File: src/rtl/m_word_streamer.sv
// Streams NUM_WORDS modulus words out of the m_mem ROM onto a valid/ready port, hiding the ROM read latency behind a small credit-managed FIFO.
// Optional: define M_STREAM_REVERSE_EN to add a `reverse` input that walks the ROM from the top address down.
`ifndef ADDR_WIDTH
`define ADDR_WIDTH 4
`endif
`ifndef DATA_WIDTH
`define DATA_WIDTH 32
`endif
`ifndef TOTAL_ADDR
`define TOTAL_ADDR 16
`endif

module m_word_streamer #(
  parameter int ADDR_WIDTH   = `ADDR_WIDTH,
  parameter int DATA_WIDTH   = `DATA_WIDTH,
  parameter int NUM_WORDS    = `TOTAL_ADDR,
  parameter int READ_LATENCY = 2
) (
  input  logic                  clock,
  input  logic                  resetn,
  input  logic                  start,
`ifdef M_STREAM_REVERSE_EN
  input  logic                  reverse,
`endif
  input  logic                  abort,
  output logic [ADDR_WIDTH-1:0] mem_addr,
  input  logic [DATA_WIDTH-1:0] mem_q,
  output logic [DATA_WIDTH-1:0] word_data,
  output logic                  word_valid,
  input  logic                  word_ready,
  output logic                  word_last,
  output logic [ADDR_WIDTH-1:0] word_index,
  output logic                  busy,
  output logic                  done
);
  localparam int DEPTH = READ_LATENCY + 1;
  localparam int PW    = $clog2(DEPTH);
  localparam int CW    = $clog2(DEPTH + 1);
  localparam int OW    = CW + 1;
  localparam logic [ADDR_WIDTH-1:0] LAST_ORD = ADDR_WIDTH'(NUM_WORDS - 1);

  typedef enum logic [1:0] {S_IDLE, S_RUN, S_DRAIN} state_e;
  state_e state_q, state_d;

  logic [ADDR_WIDTH-1:0]   addr_q, addr_d;
  logic [ADDR_WIDTH-1:0]   iss_q, iss_d;   // ordinal of the next address to issue
  logic [ADDR_WIDTH-1:0]   ord_q, ord_d;   // ordinal of the FIFO head
  logic [READ_LATENCY-1:0] vld_pipe_q, vld_pipe_d;
  logic [DATA_WIDTH-1:0]   fifo_q [DEPTH];
  logic [PW-1:0]           wr_ptr_q, wr_ptr_d, rd_ptr_q, rd_ptr_d;
  logic [CW-1:0]           cnt_q, cnt_d;
  logic                    done_q, done_d;
  logic                    rev_q, start_rev;
  logic                    push, pop, issue, flush;
  logic [OW-1:0]           infl_n, occ;

`ifdef M_STREAM_REVERSE_EN
  assign start_rev = reverse;
  always_ff @(posedge clock or negedge resetn) begin
    if (!resetn)                                  rev_q <= 1'b0;
    else if (state_q == S_IDLE && start && !abort) rev_q <= reverse;
  end
`else
  assign start_rev = 1'b0;
  assign rev_q     = 1'b0;
`endif

  // Credits: words queued plus words still inside the ROM pipeline.
  always_comb begin
    infl_n = '0;
    for (int i = 0; i < READ_LATENCY; i++) infl_n = infl_n + OW'(vld_pipe_q[i]);
  end

  assign pop   = word_valid & word_ready;
  assign push  = vld_pipe_q[READ_LATENCY-1];
  assign occ   = OW'(cnt_q) + infl_n - OW'(pop);
  assign issue = (state_q == S_RUN) && (occ < OW'(DEPTH));

  always_comb begin
    state_d = state_q;
    addr_d  = addr_q;
    iss_d   = iss_q;
    ord_d   = ord_q;
    done_d  = 1'b0;
    flush   = 1'b0;
    if (pop) ord_d = ord_q + 1'b1;
    unique case (state_q)
      S_IDLE: begin
        if (start) begin
          state_d = S_RUN;
          iss_d   = '0;
          ord_d   = '0;
          addr_d  = start_rev ? LAST_ORD : '0;
        end
      end
      S_RUN: begin
        if (issue) begin
          iss_d  = iss_q + 1'b1;
          addr_d = rev_q ? addr_q - 1'b1 : addr_q + 1'b1;
          if (iss_q == LAST_ORD) state_d = S_DRAIN;
        end
      end
      S_DRAIN: begin
        if (pop && word_last) begin
          done_d  = 1'b1;
          state_d = S_IDLE;
        end
      end
      default: state_d = S_IDLE;
    endcase
    if (abort) begin
      state_d = S_IDLE;
      done_d  = 1'b0;
      ord_d   = '0;
      flush   = 1'b1;
    end
  end

  if (READ_LATENCY > 1) begin : g_pipe
    assign vld_pipe_d = flush ? '0 : {vld_pipe_q[READ_LATENCY-2:0], issue};
  end else begin : g_pipe1
    assign vld_pipe_d = issue & ~flush;
  end

  always_comb begin
    wr_ptr_d = wr_ptr_q;
    rd_ptr_d = rd_ptr_q;
    cnt_d    = cnt_q + CW'(push) - CW'(pop);
    if (push) wr_ptr_d = (wr_ptr_q == PW'(DEPTH - 1)) ? '0 : wr_ptr_q + 1'b1;
    if (pop)  rd_ptr_d = (rd_ptr_q == PW'(DEPTH - 1)) ? '0 : rd_ptr_q + 1'b1;
    if (flush) begin
      wr_ptr_d = '0;
      rd_ptr_d = '0;
      cnt_d    = '0;
    end
  end

  always_ff @(posedge clock or negedge resetn) begin
    if (!resetn) begin
      state_q    <= S_IDLE;
      addr_q     <= '0;
      iss_q      <= '0;
      ord_q      <= '0;
      vld_pipe_q <= '0;
      wr_ptr_q   <= '0;
      rd_ptr_q   <= '0;
      cnt_q      <= '0;
      done_q     <= 1'b0;
    end else begin
      state_q    <= state_d;
      addr_q     <= addr_d;
      iss_q      <= iss_d;
      ord_q      <= ord_d;
      vld_pipe_q <= vld_pipe_d;
      wr_ptr_q   <= wr_ptr_d;
      rd_ptr_q   <= rd_ptr_d;
      cnt_q      <= cnt_d;
      done_q     <= done_d;
    end
  end

  always_ff @(posedge clock or negedge resetn) begin
    if (!resetn) begin
      for (int i = 0; i < DEPTH; i++) fifo_q[i] <= '0;
    end else if (push && !flush) begin
      fifo_q[wr_ptr_q] <= mem_q;
    end
  end

  assign mem_addr   = addr_q;
  assign word_valid = (cnt_q != '0);
  assign word_data  = fifo_q[rd_ptr_q];
  assign word_index = ord_q;
  assign word_last  = word_valid && (ord_q == LAST_ORD);
  assign busy       = (state_q != S_IDLE);
  assign done       = done_q;

  // Credit accounting guarantees a slot for every tagged ROM word.
  a_no_overflow: assert property (@(posedge clock) disable iff (!resetn)
    !(push && !pop && !flush && cnt_q == CW'(DEPTH)));

endmodule

File: config.mk
export PLATFORM = sky130hd
export DESIGN_NAME = m_word_streamer
export DESIGN_NICKNAME = d
export VERILOG_FILES = /design/src/rtl/m_word_streamer.sv
export SDC_FILE = /design/constraint.sdc
export NUM_CORES = 1
export LEC_CHECK = 0
export BUFFER_PORTS_ARGS = -buffer_cell sky130_fd_sc_hd__clkbuf_2
export CAP_MARGIN = 20
export CORE_MARGIN = 2
export CORE_UTILIZATION = 49
export CTS_BUF_LIST = sky130_fd_sc_hd__clkbuf_16
export CTS_CLUSTER_SIZE = 8
export DETAILED_ROUTE_END_ITERATION = 8
export GPL_TIMING_DRIVEN = 0
export MAX_ROUTING_LAYER = met4
export PLACE_DENSITY = 0.74
export SETUP_SLACK_MARGIN = 0.15
export SLEW_MARGIN = 20
export SYNTH_ARGS = -nofsm -noshare
export SYNTH_HDL_FRONTEND = slang
export SYNTH_SLANG_ARGS = --single-unit
File: constraint.sdc
create_clock -name clock -period 7.6 [get_ports clock]
set_clock_uncertainty 0.2 [all_clocks]
set_input_delay 1.14 -clock clock [delete_from_list [all_inputs] [get_ports clock]]
set_output_delay 1.14 -clock clock [all_outputs]
set_load 0.01 [all_outputs]
==> impl_metrics.tcl <==
set metrics [dict create \
    grtUsageTotal_pct 20.77 \
    syn_area_per_cell_sq_um 12.85 \
    die_w_um 109.9 \
    cap_violations 0 \
    fmax_ghz 0.2830 \
    dpl_cell_area_sq_um 6111 \
    drv_slew 0 \
    die_h_um 109.9 \
    hold_buffers 0 \
    setup_viol_count_final 0 \
    critPathKind "register to output pin" \
    post-cts-setup-buffers 0 \
    drtIter0Drc 185 \
    synth_cells 428 \
    final_nets 573 \
    pin_count 81 \
    hold_viol_final 0 \
    grt_pass1_wl_um 18290 \
    synth_top_flop_cell "dfrtp_1" \
    finalInstanceArea_sq_um 6726 \
    die-area_sq_um 12090 \
    h-tree-depth 4 \
    seq_area_frac_synth_pct 54.15 \
    cts-resized-gates 0 \
    power_density_nw_per_um2 352.3 \
    synth_fp_nets 473 \
    route.detailed.wl_per_inst_um 16.55 \
    fin_crit_ps 3533 \
    clock_latency_ps 400 \
    synth.most_common_cell "dfrtp_1" \
    ys_async_sr_fraction_pct 100.0 \
    path_cells "buf_2, nor2b_1, clkbuf_1, clkbuf_1, nand2_1, o21ai_0, clkbuf_2" \
    drive_above_1_share_pct 41.67 \
    max_slew_margin_pct 64.88 \
    clock_sinks 119 \
    root_buffer "clkbuf_16" \
    initial_core_util_pct 50.51 \
    rows 38 \
    syn-cell-area_sq_um 5499 \
    synth_edf_count 0 \
    core-area_sq_um 10890 \
    ys_warn_count 0 \
    grt_pass1_vias 3695 \
    crit_top_cell "clkbuf_1" \
    dp_cells 649 \
    crit_path_start_kind "register" \
    layoutNonFillerInstCount 680 \
    drc 0 \
    synth_common_cells "119 x dfrtp_1, 92 x mux2_2, 43 x nand2_1" \
    diodes 0 \
    worst_slew_pin_slew_ps 526.8 \
    first_pass_iters 4 \
    setup_ws_ps 4067 \
    globalplace.congestion 0.8489 \
    postRouteAntennaNets 0 \
    cp.arrival_ps 2190 \
    cts.clk_slew.worst_paths_ps 50 \
    grt_overflow 0 \
    ir_drop_v 0.0001465 \
    timing.final.crit_share_pct 46.49 \
    reg2reg_depth 9 \
    vias 3643 \
    antenna_found_initial 0 \
    numCtsBuffers 17 \
    hold_slack_ps 279.2 \
    outcome "finished clean" \
    synth_area_leader_cell "dfrtp_1" \
    routed_via_density 5.357 \
    synth_cell_types 40 \
    cp-end-kind "output pin" \
    required_ps 6260 \
    hpwl_um 7700 \
    cts_tree "done" \
    leakage_uw 0.003202 \
    synthTopCellsByArea "dfrtp_1 54%, mux2_2 19%, mux2i_1 7.3%" \
    crit_slowest_cell "clkbuf_1" \
    setup-tns-final_ps 0 \
    drt_wl_total_um 11250 \
    syn_to_final_growth_pct 22.32 \
    post-place-ws_ps 3863 \
    max_stage_delay_ps 460 \
    holdCritPathClass "register to register" \
    whs_path_depth 1 \
    worstPathMaxFanout 10 \
    portBuffers 80 \
    clockBufferDepth 2 \
    rsz0062_at_grt "no" \
    netlist.area_leader.share_pct 54.15 \
    synth-seq-cells 119 \
    grt_max_degree 84 \
]
## placed cells by master, fill, tap and decap left out, types with 6 or more instances in the layout
master / Yosys / layout
buf_2: 7 / 7
mux2_2: 92 / 92
ha_1: 6 / 6
buf_6: 6 / 6
nor2_1: 10 / 10
inv_1: 6 / 8
dfrtp_1: 119 / 119
clkbuf_1: 6 / 6
mux2i_1: 40 / 40
clkbuf_16: 0 / 17
o21ai_0: 33 / 33
clkbuf_2: 0 / 79
nand2_1: 43 / 43
## through the flow
step	total power [uW]	util (%)
4_1_cts	2390	61.78
3_5_place_dp	1548	56.13
2_1_floorplan	1293	-
6_report	2370	61.78
3_3_place_gp	1521	55.79
5_1_grt	2517	61.78
## metal layers
layer	vias up	track usage [%]	wire length (um)
met5	-	-	0
met4	0	9.042	218
met3	17	4.505	435
met2	66	32.47	5492
met1	1838	26.06	5107
li1	1722	-	-
## state kept, by name (all words and copies together) (netlist names)
register    cells
cnt_q           2
done            1
fifo_q         96
iss_q           4
mem_addr        4
rd_ptr_q        2
state_q         2
vld_pipe_q      2
word_index      4
wr_ptr_q        2
## kinds of logic after synthesis
| family | Yosys count | share of synthesized area (%) |
|---|---|---|
| xor+xnor | 6 | 0.9556 |
| simple gates | 84 | 7.896 |
| compound gates | 47 | 4.869 |
| buf+inv | 28 | 3.094 |
| fa+ha+maj | 8 | 2.093 |
| mux | 136 | 26.94 |
| flops | 119 | 54.15 |
## critical path, delay by kind of cell, from the launching register on
kind,cells,cell delay (ps)
buf+inv,4,1110
compound gates,1,130
simple gates,2,210
flops,1,350
## path summary, 6_finish.rpt
check	start	endpoint	slack (ps)
worst min-delay path	iss_q[3]	iss_q[3]	280
worst max-delay path	rd_ptr_q[1]	word_data[0]	4070
worst min register to register	iss_q[3]	iss_q[3]	280
worst max register to register	cnt_q[1]	iss_q[3]	4320
min in group asynchronous	resetn	fifo_q[14]	450
max in group asynchronous	resetn	fifo_q[29]	6080
## area by class of cell
class                      instances  area, sq um
clock inverter                    14        190.2
buffer                            22        147.6
multi-input combinational        281         2351
sequential                       119         2978
inverter                           6        22.52
clock buffer                      17        425.4
timing repair buffer              81        436.7
tap                              140        175.2
fill                             842         4161
## report_power, final
group	total (uW)	switching [uW]	internal (uW)
combinational	664	359	305
sequential	871	88.3	783
clock	834	264	570
Note: power is estimated with default switching activity, not from simulation.
